File: src/rtl/signal_sequencer.sv
`default_nettype none
// ============================================================================
// Module   : signal_sequencer
// Purpose  : Pattern table playback. Each entry is shown as a load/D pair and
//            sent as a serial bit stream, one bit per clock, D[0] first.
// Option   : define SIGNAL_SEQUENCER_LOOP_EN so the loop input can replay the
//            table from entry 0.
// Revision : 1.0 - initial release
// ============================================================================
module signal_sequencer #(
  parameter int DEPTH = 4,
  parameter int AW    = 2
) (
  input  logic          clk,
  input  logic          rst,
  input  logic          wr_en,
  input  logic [AW-1:0] wr_addr,
  input  logic [0:3]    wr_data,
  input  logic          start,
  input  logic          stop,
  input  logic [AW:0]   len,
  input  logic          loop,
  output logic          load,
  output logic [0:3]    D,
  output logic          out,
  output logic          busy,
  output logic          done
);

  localparam logic [1:0]  c_IDLE  = 2'd0;
  localparam logic [1:0]  c_LOAD  = 2'd1;
  localparam logic [1:0]  c_SHIFT = 2'd2;
  localparam logic [1:0]  c_DONE  = 2'd3;
  localparam logic [AW:0] c_DEPTH = (AW+1)'(DEPTH);
  localparam logic [AW:0] c_ONE   = (AW+1)'(1);

  logic [1:0]    state_q, state_d;
  logic [0:3]    table_q [DEPTH];
  logic [AW:0]   len_q, len_d;
  logic [AW-1:0] idx_q, idx_d;
  logic [1:0]    bit_q, bit_d;
  logic          load_q, load_d;
  logic [0:3]    d_q, d_d;
  logic          out_q, out_d;
  logic          busy_q, busy_d;
  logic          done_q, done_d;

  logic          w_loop;
  logic          w_last;
  logic          w_wr;
  logic          w_enter_load;
  logic [AW-1:0] w_ld_idx;
  logic [AW:0]   w_len_clamp;

`ifdef SIGNAL_SEQUENCER_LOOP_EN
  assign w_loop = loop;
`else
  assign w_loop = loop & 1'b0;
`endif

  assign w_last      = ({1'b0, idx_q} == (len_q - c_ONE));
  assign w_len_clamp = (len > c_DEPTH) ? c_DEPTH : len;
  // busy is low in IDLE and DONE, the only states that accept table writes.
  assign w_wr        = wr_en && !busy_q;

  always_comb begin
    state_d      = state_q;
    len_d        = len_q;
    idx_d        = idx_q;
    bit_d        = bit_q;
    load_d       = 1'b0;
    d_d          = d_q;
    out_d        = 1'b0;
    busy_d       = 1'b0;
    done_d       = 1'b0;
    w_enter_load = 1'b0;
    w_ld_idx     = idx_q;

    case (state_q)
      c_IDLE: begin
        d_d = '0;
        if (start && !stop && (len != '0)) begin
          len_d        = w_len_clamp;
          w_enter_load = 1'b1;
          w_ld_idx     = '0;
        end
      end
      c_LOAD: begin
        state_d = c_SHIFT;
        bit_d   = 2'd1;
        out_d   = d_q[1];
        busy_d  = 1'b1;
      end
      c_SHIFT: begin
        busy_d = 1'b1;
        if (bit_q != 2'd3) begin
          bit_d = bit_q + 2'd1;
          out_d = d_q[bit_q + 2'd1];
        end else if (!w_last) begin
          w_enter_load = 1'b1;
          w_ld_idx     = idx_q + AW'(1);
        end else if (w_loop) begin
          w_enter_load = 1'b1;
          w_ld_idx     = '0;
        end else begin
          state_d = c_DONE;
          busy_d  = 1'b0;
          done_d  = 1'b1;
        end
      end
      c_DONE: begin
        state_d = c_IDLE;
        idx_d   = '0;
        bit_d   = '0;
        d_d     = '0;
      end
      default: begin
        state_d = c_IDLE;
        d_d     = '0;
      end
    endcase

    // Outputs are registered, so a slot's first-cycle values are staged here.
    if (w_enter_load) begin
      state_d = c_LOAD;
      idx_d   = w_ld_idx;
      bit_d   = 2'd0;
      load_d  = 1'b1;
      d_d     = table_q[w_ld_idx];
      out_d   = table_q[w_ld_idx][0];
      busy_d  = 1'b1;
    end

    if (stop && (state_q != c_IDLE)) begin
      state_d = c_IDLE;
      idx_d   = '0;
      bit_d   = '0;
      load_d  = 1'b0;
      d_d     = '0;
      out_d   = 1'b0;
      busy_d  = 1'b0;
      done_d  = 1'b0;
    end
  end

  always_ff @(posedge clk) begin
    if (rst) begin
      state_q <= c_IDLE;
      len_q   <= '0;
      idx_q   <= '0;
      bit_q   <= '0;
      load_q  <= 1'b0;
      d_q     <= '0;
      out_q   <= 1'b0;
      busy_q  <= 1'b0;
      done_q  <= 1'b0;
    end else begin
      state_q <= state_d;
      len_q   <= len_d;
      idx_q   <= idx_d;
      bit_q   <= bit_d;
      load_q  <= load_d;
      d_q     <= d_d;
      out_q   <= out_d;
      busy_q  <= busy_d;
      done_q  <= done_d;
    end
  end

  always_ff @(posedge clk) begin
    if (rst) begin
      for (int i = 0; i < DEPTH; i++) begin
        table_q[i] <= '0;
      end
    end else if (w_wr) begin
      table_q[wr_addr] <= wr_data;
    end
  end

  assign load = load_q;
  assign D    = d_q;
  assign out  = out_q;
  assign busy = busy_q;
  assign done = done_q;

endmodule
`default_nettype wire
File: config.mk
export PLATFORM = sky130hd
export DESIGN_NAME = signal_sequencer
export DESIGN_NICKNAME = d
export VERILOG_FILES = /design/src/rtl/signal_sequencer.sv
export SDC_FILE = /design/constraint.sdc
export NUM_CORES = 1
export LEC_CHECK = 0
export BUFFER_PORTS_ARGS = -buffer_cell sky130_fd_sc_hd__buf_2
export CAP_MARGIN = 20
export CORE_AREA = 2 2 82 84
export DETAILED_ROUTE_END_ITERATION = 8
export DIE_AREA = 0 0 84 86
export PLACE_DENSITY = 0.47
export SLEW_MARGIN = 15
export SYNTH_ARGS = -nofsm -noshare
export SYNTH_HDL_FRONTEND = slang
export SYNTH_SLANG_ARGS = --single-unit
File: constraint.sdc
create_clock -name clk -period 4.26 [get_ports clk]
set_input_delay 0.426 -clock clk [delete_from_list [all_inputs] [get_ports clk]]
set_output_delay 0.426 -clock clk [all_outputs]
set_load 0.03 [all_outputs]
==> metrics.md, run 1 <==
| Metric | Value |
|---|---|
| Initial antenna violation count | 0 |
| Nature of the critical path startpoint | flop |
| Power Dens Cells | roughly 440 mW/mm2 |
| Peak VDD IR | around 0.17 mV |
| Gp weighted congestion | roughly 0.76 |
| Core box area | 0.00628 mm2 |
| Post-cts resize count | 0 |
| DRC viols | 0 |
| Layout Skew | around 0.0064 ns |
| Total number of vias | about 1,400 |
| Die height | 86 um |
| Clock Tree Buf Depth | 2 |
| Critical path class | reg2reg |
| Fin crit share | a little under three fifths |
| Die area | 0.00722 mm2 |
| First-iteration detailed-routing DRC count | a little under 100 |
| Final TNS setup | 0 ns |
| Synth Warn # | 0 |
| Vias in the first global route | 1,420 |
| Post-detail-place hpwl | between 2000 and 3000 um |
| WP data arrival | between 2 and 3 ns |
| Slew Viols, Final | 0 |
| Final Power | around 950 uW |
| DR pass1 iterations | 4 |
| GRT Resource Usage Total | 11.9% |
| Filler instances | 664 |
| Fraction of layout cells with a size suffix above 1 | a little under a fifth |
| Htree depth | 2 |
| Clock sink count | 33 |
| CTS tree | yes |
| Clk_lat worst skew | between 0.2 and 0.3 ns |
| Largest net degree at the start of global routing | 17 |
| Worst setup EP type | flop |
| Port bufs | 21 |
| Site Rows | 29 |
| CTS buffer count | 5 |
| Slew Limit Headroom | roughly 56% |
| Mapped Cells | between 150 and 200 |
| Finished Cell Area | between 0.002 and 0.0025 mm2 |
| DR WL/cell | between 10 and 15 um |
| Seq/Total Area, Yosys | between 40% and 50% |
| Final Hold Viols | 0 |
| Syn-to-layout area delta | 15.1% |
| Synth unique cells | 43 |
| Post-Syn Area | about 0.0019 mm2 |
| Pleak | ~0.0008 uW |
| Clock transition at path regs | about 0.070 ns |
| Top-Level Pins | 23 |
| Maxcap violations | 0 |
| Synthesized area per cell | 10.0 um2 |
| Postcts setup bufs | 0 |
| DRT Wirelength | just under 4000 um |
| RSZ-0062 raised after global routing | false |
| Vias per Instance | about 4.8 |
| Root Driver | clkbuf_8 |
| Highest Clock Rate | roughly 410 MHz |
| FF+latch count, synth | 33 |
| Hold Crit Class | in2reg |
| Mapped Nets | ~210 |
| Run status | finished, final reports clean |
| Gr ovfl total | 0 |
| Ant diodes | 0 |
| Finish-stage setup viols | 0 |
| Final nets | ~230 |
| Worst-margin pin slew | about 0.65 ns |
| Max FO, Critical Path | 16 |
| Worst EP required | approximately 4.4 ns |
| Antenna-violating nets left | 0 |
| Global-route wire length before repair | around 6800 um |
| Die boundary width | 84 um |
| Initial Utilization | between 20% and 30% |
| Hold_buf cts | 0 |
| Fin util | about a third |
| Cell Area, Placed | 0.00202 mm2 |
| Minimum clock period after layout | ~2.4 ns |
[path summary, 6_finish.rpt]
kind | start | endpoint | slack, ns | cells after the start
worst max-delay path | state_q[0]$_SDFFE_PP0P_ | D[0]$_SDFFE_PP0P_ | 1.85 | 7
worst min register to register | D[1]$_SDFFE_PP0P_ | D[1]$_SDFFE_PP0P_ | 0.48 | 2
worst min-delay path | len[2] | len_q[2]$_SDFFE_PP0P_ | 0.43 | 3
worst max register to register | state_q[0]$_SDFFE_PP0P_ | D[0]$_SDFFE_PP0P_ | 1.85 | 7
[cells by family (layout without fill, tap and decap cells)]
group | Yosys count | in the layout | synth area share [%]
compound gates | 51 | 51 | 20.3
simple gates | 69 | 69 | 20.9
fa+ha+maj | 7 | 7 | 4.71
mux | 6 | 6 | 3.23
xor+xnor | 5 | 5 | 2.76
flops | 33 | 33 | 44.1
buf+inv | 15 | 39 | 3.97
[metrics by stage]
stage / hold slack [ns] / setup slack, ns / instances
final: 0.435 / 1.85 / 287
after CTS: 0.432 / 1.80 / 287
after floorplan: 0.453 / 2.13 / 186
after global routing: 0.453 / 1.54 / 287
after global placement: 0.470 / 1.80 / 279
after detailed placement: 0.470 / 1.81 / 279
[sequential cells by signal (all words and copies together) (netlist names)]
signal / flops
busy: 1
idx_q: 2
D: 4
bit_q: 2
load: 1
table_q: 16
len_q: 3
done: 1
out: 1
state_q: 2
[cells in the mapped netlist, drive strengths merged]
master,n,area [um2]
nor2b,3,18.8
and2,18,115
o221a,3,33.8
nor3,5,36.3
inv,10,37.5
a41o,1,10.0
o21a,3,22.5
xor2,1,8.76
nor4b,1,8.76
nor2,11,41.3
dfxtp,17,340
ha,7,87.6
or3,1,11.3
a21o,2,15.0
xnor2,4,42.6
a2bb2oi,1,8.76
or2,3,18.8
a211oi,7,52.6
nand3b,4,30.0
a21boi,5,37.5
nand2,16,60.1
o22ai,1,6.26
mux2i,6,60.1
a41oi,1,8.76
and3,2,12.5
a32oi,1,8.76
clkbuf,1,3.75
o31ai,5,47.5
a21oi,9,56.3
nand2b,2,12.5
a31oi,1,6.26
buf,4,32.5
a211o,1,10.0
o311ai,1,8.76
edfxtp,16,480
nor3b,3,22.5
o21ai,9,45.0
[power breakdown]
group | switching (uW) | internal (uW) | total (uW)
Clock | 126 | 175 | 301
Combinational | 162 | 93.3 | 255
Sequential | 29.5 | 364 | 393
[final cells by class]
class	count	area, um2	share of cell area (%)
Multi-Input combinational cell	138	965	45.1
Sequential cell	33	821	38.4
Timing Repair Buffer	21	105	4.91
Clock buffer	5	68.8	3.22
Inverter	10	37.5	1.75
Tap cell	77	96.3	4.50
Clock inverter	3	46.3	2.16
[per-layer routing]
layer  routed length [um]  vias up  global-route usage, %
li1                     -      719                      -
met1                 1860      620                   15.3
met2                 1780       26                   19.0
met3                  137        8                   3.37
met4                   85        0                   4.84
met5                    0        -                      0
[layout by cell type (no fill, tap or decap), types with 3 or more instances in the layout]
master    netlist  layout
buf_2           2      21
dfxtp_1        17      17
and2_1         17      17
nand2_1        16      16
edfxtp_1       16      16
nor2_1         11      11
inv_1          10      10
o21ai_0         9       9
a21oi_1         8       8
a211oi_1        7       7
ha_1            7       7
mux2i_1         6       6
a21boi_0        5       5
clkbuf_8        0       5
nand3b_1        4       4
nor3_1          4       4
nor3b_1         3       3
or2_2           3       3
xnor2_1         3       3
nor2b_1         3       3
o21a_1          3       3
o221a_1         3       3
o31ai_1         3       3
[critical path, stage by stage (launching register included)]
cell,delay [ns]
dfxtp_1,0.39
inv_1,0.11
ha_1,0.58
nor2b_1,0.30
nor2_1,0.07
a211o_2,0.43
o31ai_2,0.31
o21ai_0,0.11
Power figures use the tool's default switching activity.
==> run 2: changes to the inputs <==
--- a/config.mk
+++ b/config.mk
@@ -5,12 +5,13 @@
 export SDC_FILE = /design/constraint.sdc
 export NUM_CORES = 1
 export LEC_CHECK = 0
+export ABC_AREA = 1
 export BUFFER_PORTS_ARGS = -buffer_cell sky130_fd_sc_hd__buf_2
 export CAP_MARGIN = 20
-export CORE_AREA = 2 2 82 84
+export CORE_AREA = 2 2 80 82
 export DETAILED_ROUTE_END_ITERATION = 8
-export DIE_AREA = 0 0 84 86
-export PLACE_DENSITY = 0.47
+export DIE_AREA = 0 0 82 84
+export PLACE_DENSITY = 0.49
 export SLEW_MARGIN = 15
 export SYNTH_ARGS = -nofsm -noshare
 export SYNTH_HDL_FRONTEND = slang
==> constraint.sdc (replaced) <==
create_clock -name clk -period 2.2 [get_ports clk]
set_input_delay 0.22 -clock clk [delete_from_list [all_inputs] [get_ports clk]]
set_output_delay 0.22 -clock clk [all_outputs]
set_load 0.03 [all_outputs]
==> metrics.md, run 2 <==
| Metric | Value |
|---|---|
| Run status | finished, final reports clean |
| Port bufs | 21 |
| Initial Utilization | roughly 29% |
| Finish-stage setup viols | 0 |
| GRT Resource Usage Total | between 10% and 20% |
| Die boundary width | 82 um |
| Number of flip-flops in the largest register | 16 |
| Ys async rst share | 0% |
| Gate power share | about 29% |
| DR pass1 iterations | 4 |
| Largest net degree at the start of global routing | 15 |
| FF+latch count, synth | 33 |
| Vias per Instance | ~4.3 |
| CTS tree | yes |
| Multiplexer area fraction after synthesis | 0% |
| Area contributors post-synth | edfxtp_1, dfxtp_1, nand2_1, nor2_1, inv_1 |
| Highest Clock Rate | around 500 MHz |
| Most frequent CP cell | nand2_1 |
| GR Util met3 | under 10% |
| CTS buffer count | 5 |
| Largest area contributor in the netlist | edfxtp_1 |
| DRC viols | 0 |
| Synth top cells by count | nand2_1, nor2_1, inv_1 |
| Slowest cell on crit path | dfxtp_1 |
| Worst EP required | ~2.4 ns |
| Layout Skew | 0.00412 ns |
| RSZ-0062 raised after global routing | false |
| Post-cts resize count | 0 |
| Compound-gate portion of the synthesized area | under 10% |
| Maxcap violations | 0 |
| Clk pwr share | approximately 31% |
| Die height | between 80 and 90 um |
| Die area | 0.00689 mm2 |
| Post-detail-place hpwl | approximately 2800 um |
| Post-Syn Area | about 0.0018 mm2 |
| Total number of vias | about 1,400 |
| Final nets | around 270 |
| R2r endpoint | D[1]$_SDFFE_PP0P_ |
| Fraction of layout cells with a size suffix above 1 | approximately a fifth |
| Antenna-violating nets left | 0 |
| Largest Register | table_q |
| Gp weighted congestion | ~0.83 |
| NetSw | roughly 600 uW |
| Largest family of logic cells by synthesized area | simple AND/OR/NAND/NOR gates |
| Mapped Nets | between 200 and 250 |
| Cell depth of the worst setup path | 12 |
| Number of flops mapped to enable cells by yosys | 16 |
| Reg-to-Reg Start | state_q[1]$_SDFFE_PP0P_ |
| M1 GR Usage | 14.4% |
| R2R cell count | 12 |
| DRT Wirelength | approximately 3600 um |
| Commonest non-fill, non-tap cell in the layout | nand2_1 |
| WP data arrival | 2.16 ns |
| Vias in the first global route | roughly 1,400 |
| Gr ovfl total | 0 |
| Clock transition at path regs | approximately 0.070 ns |
| Clock sink count | 33 |
| DR WL/cell | 10.9 um |
| Core box area | approximately 0.006 mm2 |
| Initial antenna violation count | 0 |
| Synthesized area per cell | between 7 and 8 um2 |
| Fin crit share | approximately nine tenths |
| Power Dens Cells | 897 mW/mm2 |
| Hold_buf cts | 0 |
| Cell Chain, Critical Path | inv_1, ha_1, inv_2, nor2_2, nand2_2, nand3_1, nand2_4, nand2_4, o211ai_1, nand2_1, nand2_1, nand2_1 |
| Inst Count DP | 320 |
| Post-Synth XOR/XNOR Area | less than 1% |
| Peak VDD IR | about 0.34 mV |
| Synth Flop Type | dfxtp_1 |
| Switching share of power | 32.6% |
| Ant diodes | 0 |
| Clk_lat worst skew | roughly 0.28 ns |
| Hold Crit Class | in2reg |
| Htree depth | 2 |
| Worst-margin pin slew | roughly 0.31 ns |
| Max FO, Critical Path | 14 |
| Yosys top cell area share | a little over a quarter |
| Int Pwr | 1260 uW |
| Most frequent cells in the layout | nand2_1, nor2_1, inv_1 |
| Clock Tree Buf Depth | 2 |
| CP top delay family | simple AND/OR/NAND/NOR gates |
| Site Rows | 29 |
| Final Hold Viols | 0 |
| Root Driver | clkbuf_8 |
| Pleak | roughly 0.001 uW |
| Cell with the most instances after synthesis | nand2_1 |
| Worst setup EP type | flop |
| Hold Startpoint | rst |
| Reg-to-reg setup timing slack | roughly 0.21 ns |
| Nature of the critical path startpoint | flop |
| First-iteration detailed-routing DRC count | 57 |
| Slew Limit Headroom | 79.6% |
| Postcts setup bufs | 0 |
| Met2 Use GR | between 10% and 20% |
| Minimum clock period after layout | 1.99 ns |
| Synth unique cells | 24 |
| Max incr delay on CP | slightly above 0.4 ns |
| Critical path buffers and inverters | 2 |
| Global-route wire length before repair | around 6300 um |
| Top-Level Pins | 23 |
| Synth Warn # | 0 |
| Most crowded layer after global routing | met2 |
| Non-Filler Instances | between 300 and 400 |
| Mapped Cells | approximately 220 |
| Flop pwr share | between 30% and 40% |
| Final TNS setup | 0 ns |
| Syn-to-layout area delta | 18.3% |
| Worst hold path endpoint | len_q[1]$_SDFFE_PP0P_ |
| Critical path class | reg2reg |
| Synth Area in Adders | between 4 and 5% |
| Seq/Total Area, Yosys | about 47% |
| Synth Area in Simple Gates | ~30% |
| Slew Viols, Final | 0 |
| WHS Path Cells | 2 |
run 2: changes by cell type in the layout (fill, tap and decap cells not counted), sizes merged, moves of 5 or more:
cell / change
mux2i: -6
o211ai: +7
and2: -18
a21boi: -5
a211oi: -7
nor2: +23
nand3: +16
nand2: +50
inv: +22
o31ai: -5
run 2: metrics by stage:
step	setup WS (ns)	util [%]	hold WS (ns)	power, uW	area (um2)
3_5_place_dp	0.223	32.2	0.466	1300	1970
6_report	0.213	34.2	0.185	1870	2080
4_1_cts	0.210	34.2	0.177	1890	2080
5_1_grt	0.00134	34.2	0.190	2010	2080
3_3_place_gp	0.247	32.2	0.463	1300	1970
2_1_floorplan	0.385	-	0.289	1150	1760
run 2: power by group through the flow:
stage / Clock [uW] / Sequential [uW] / Combinational [uW]
after floorplan: 0 / 777 / 377
after global routing: 629 / 755 / 628
final: 583 / 742 / 541
after global placement: 0 / 757 / 538
after detailed placement: 0 / 757 / 544
after CTS: 601 / 744 / 545
run 2: worst max-delay path by stage:
| stage | startpoint | end | slack (ns) |
|---|---|---|---|
| final | state_q[1]$_SDFFE_PP0P_ | D[1]$_SDFFE_PP0P_ | 0.21 |
| after global routing | state_q[1]$_SDFFE_PP0P_ | D[2]$_SDFFE_PP0P_ | 0.001 |
| after CTS | state_q[1]$_SDFFE_PP0P_ | D[3]$_SDFFE_PP0P_ | 0.21 |
| after detailed placement | state_q[1]$_SDFFE_PP0P_ | D[3]$_SDFFE_PP0P_ | 0.22 |
| after global placement | state_q[1]$_SDFFE_PP0P_ | D[3]$_SDFFE_PP0P_ | 0.25 |
| after floorplan | state_q[0]$_SDFFE_PP0P_ | D[1]$_SDFFE_PP0P_ | 0.39 |
run 2: final cells by class:
cell class / count / area [um2]
sequential: 33 / 821
clock buffer: 7 / 86.3
timing repair buffer: 24 / 128
inverter: 32 / 120
tap: 77 / 96.3
multi-input combinational: 154 / 801
fill: 677 / 4010
clock inverter: 1 / 30.0
run 2: routing by layer:
layer  wire length, um  part of all wire (%)  up-vias
met2              1790                    50       20
met4                69                   1.9        0
li1                  -                     -      772
met3               116                   3.3        6
met5                 0                     0        -
met1              1590                    45      614
run 2: cell families after synthesis:
| kind of cell | count (synthesis) |
|---|---|
| and+or+nand+nor | 119 |
| AOI/OAI and AO/OA | 27 |
| DFF | 33 |
| adders and majority gates | 7 |
| xor gates and xnor gates | 1 |
| buffers and inverters | 34 |
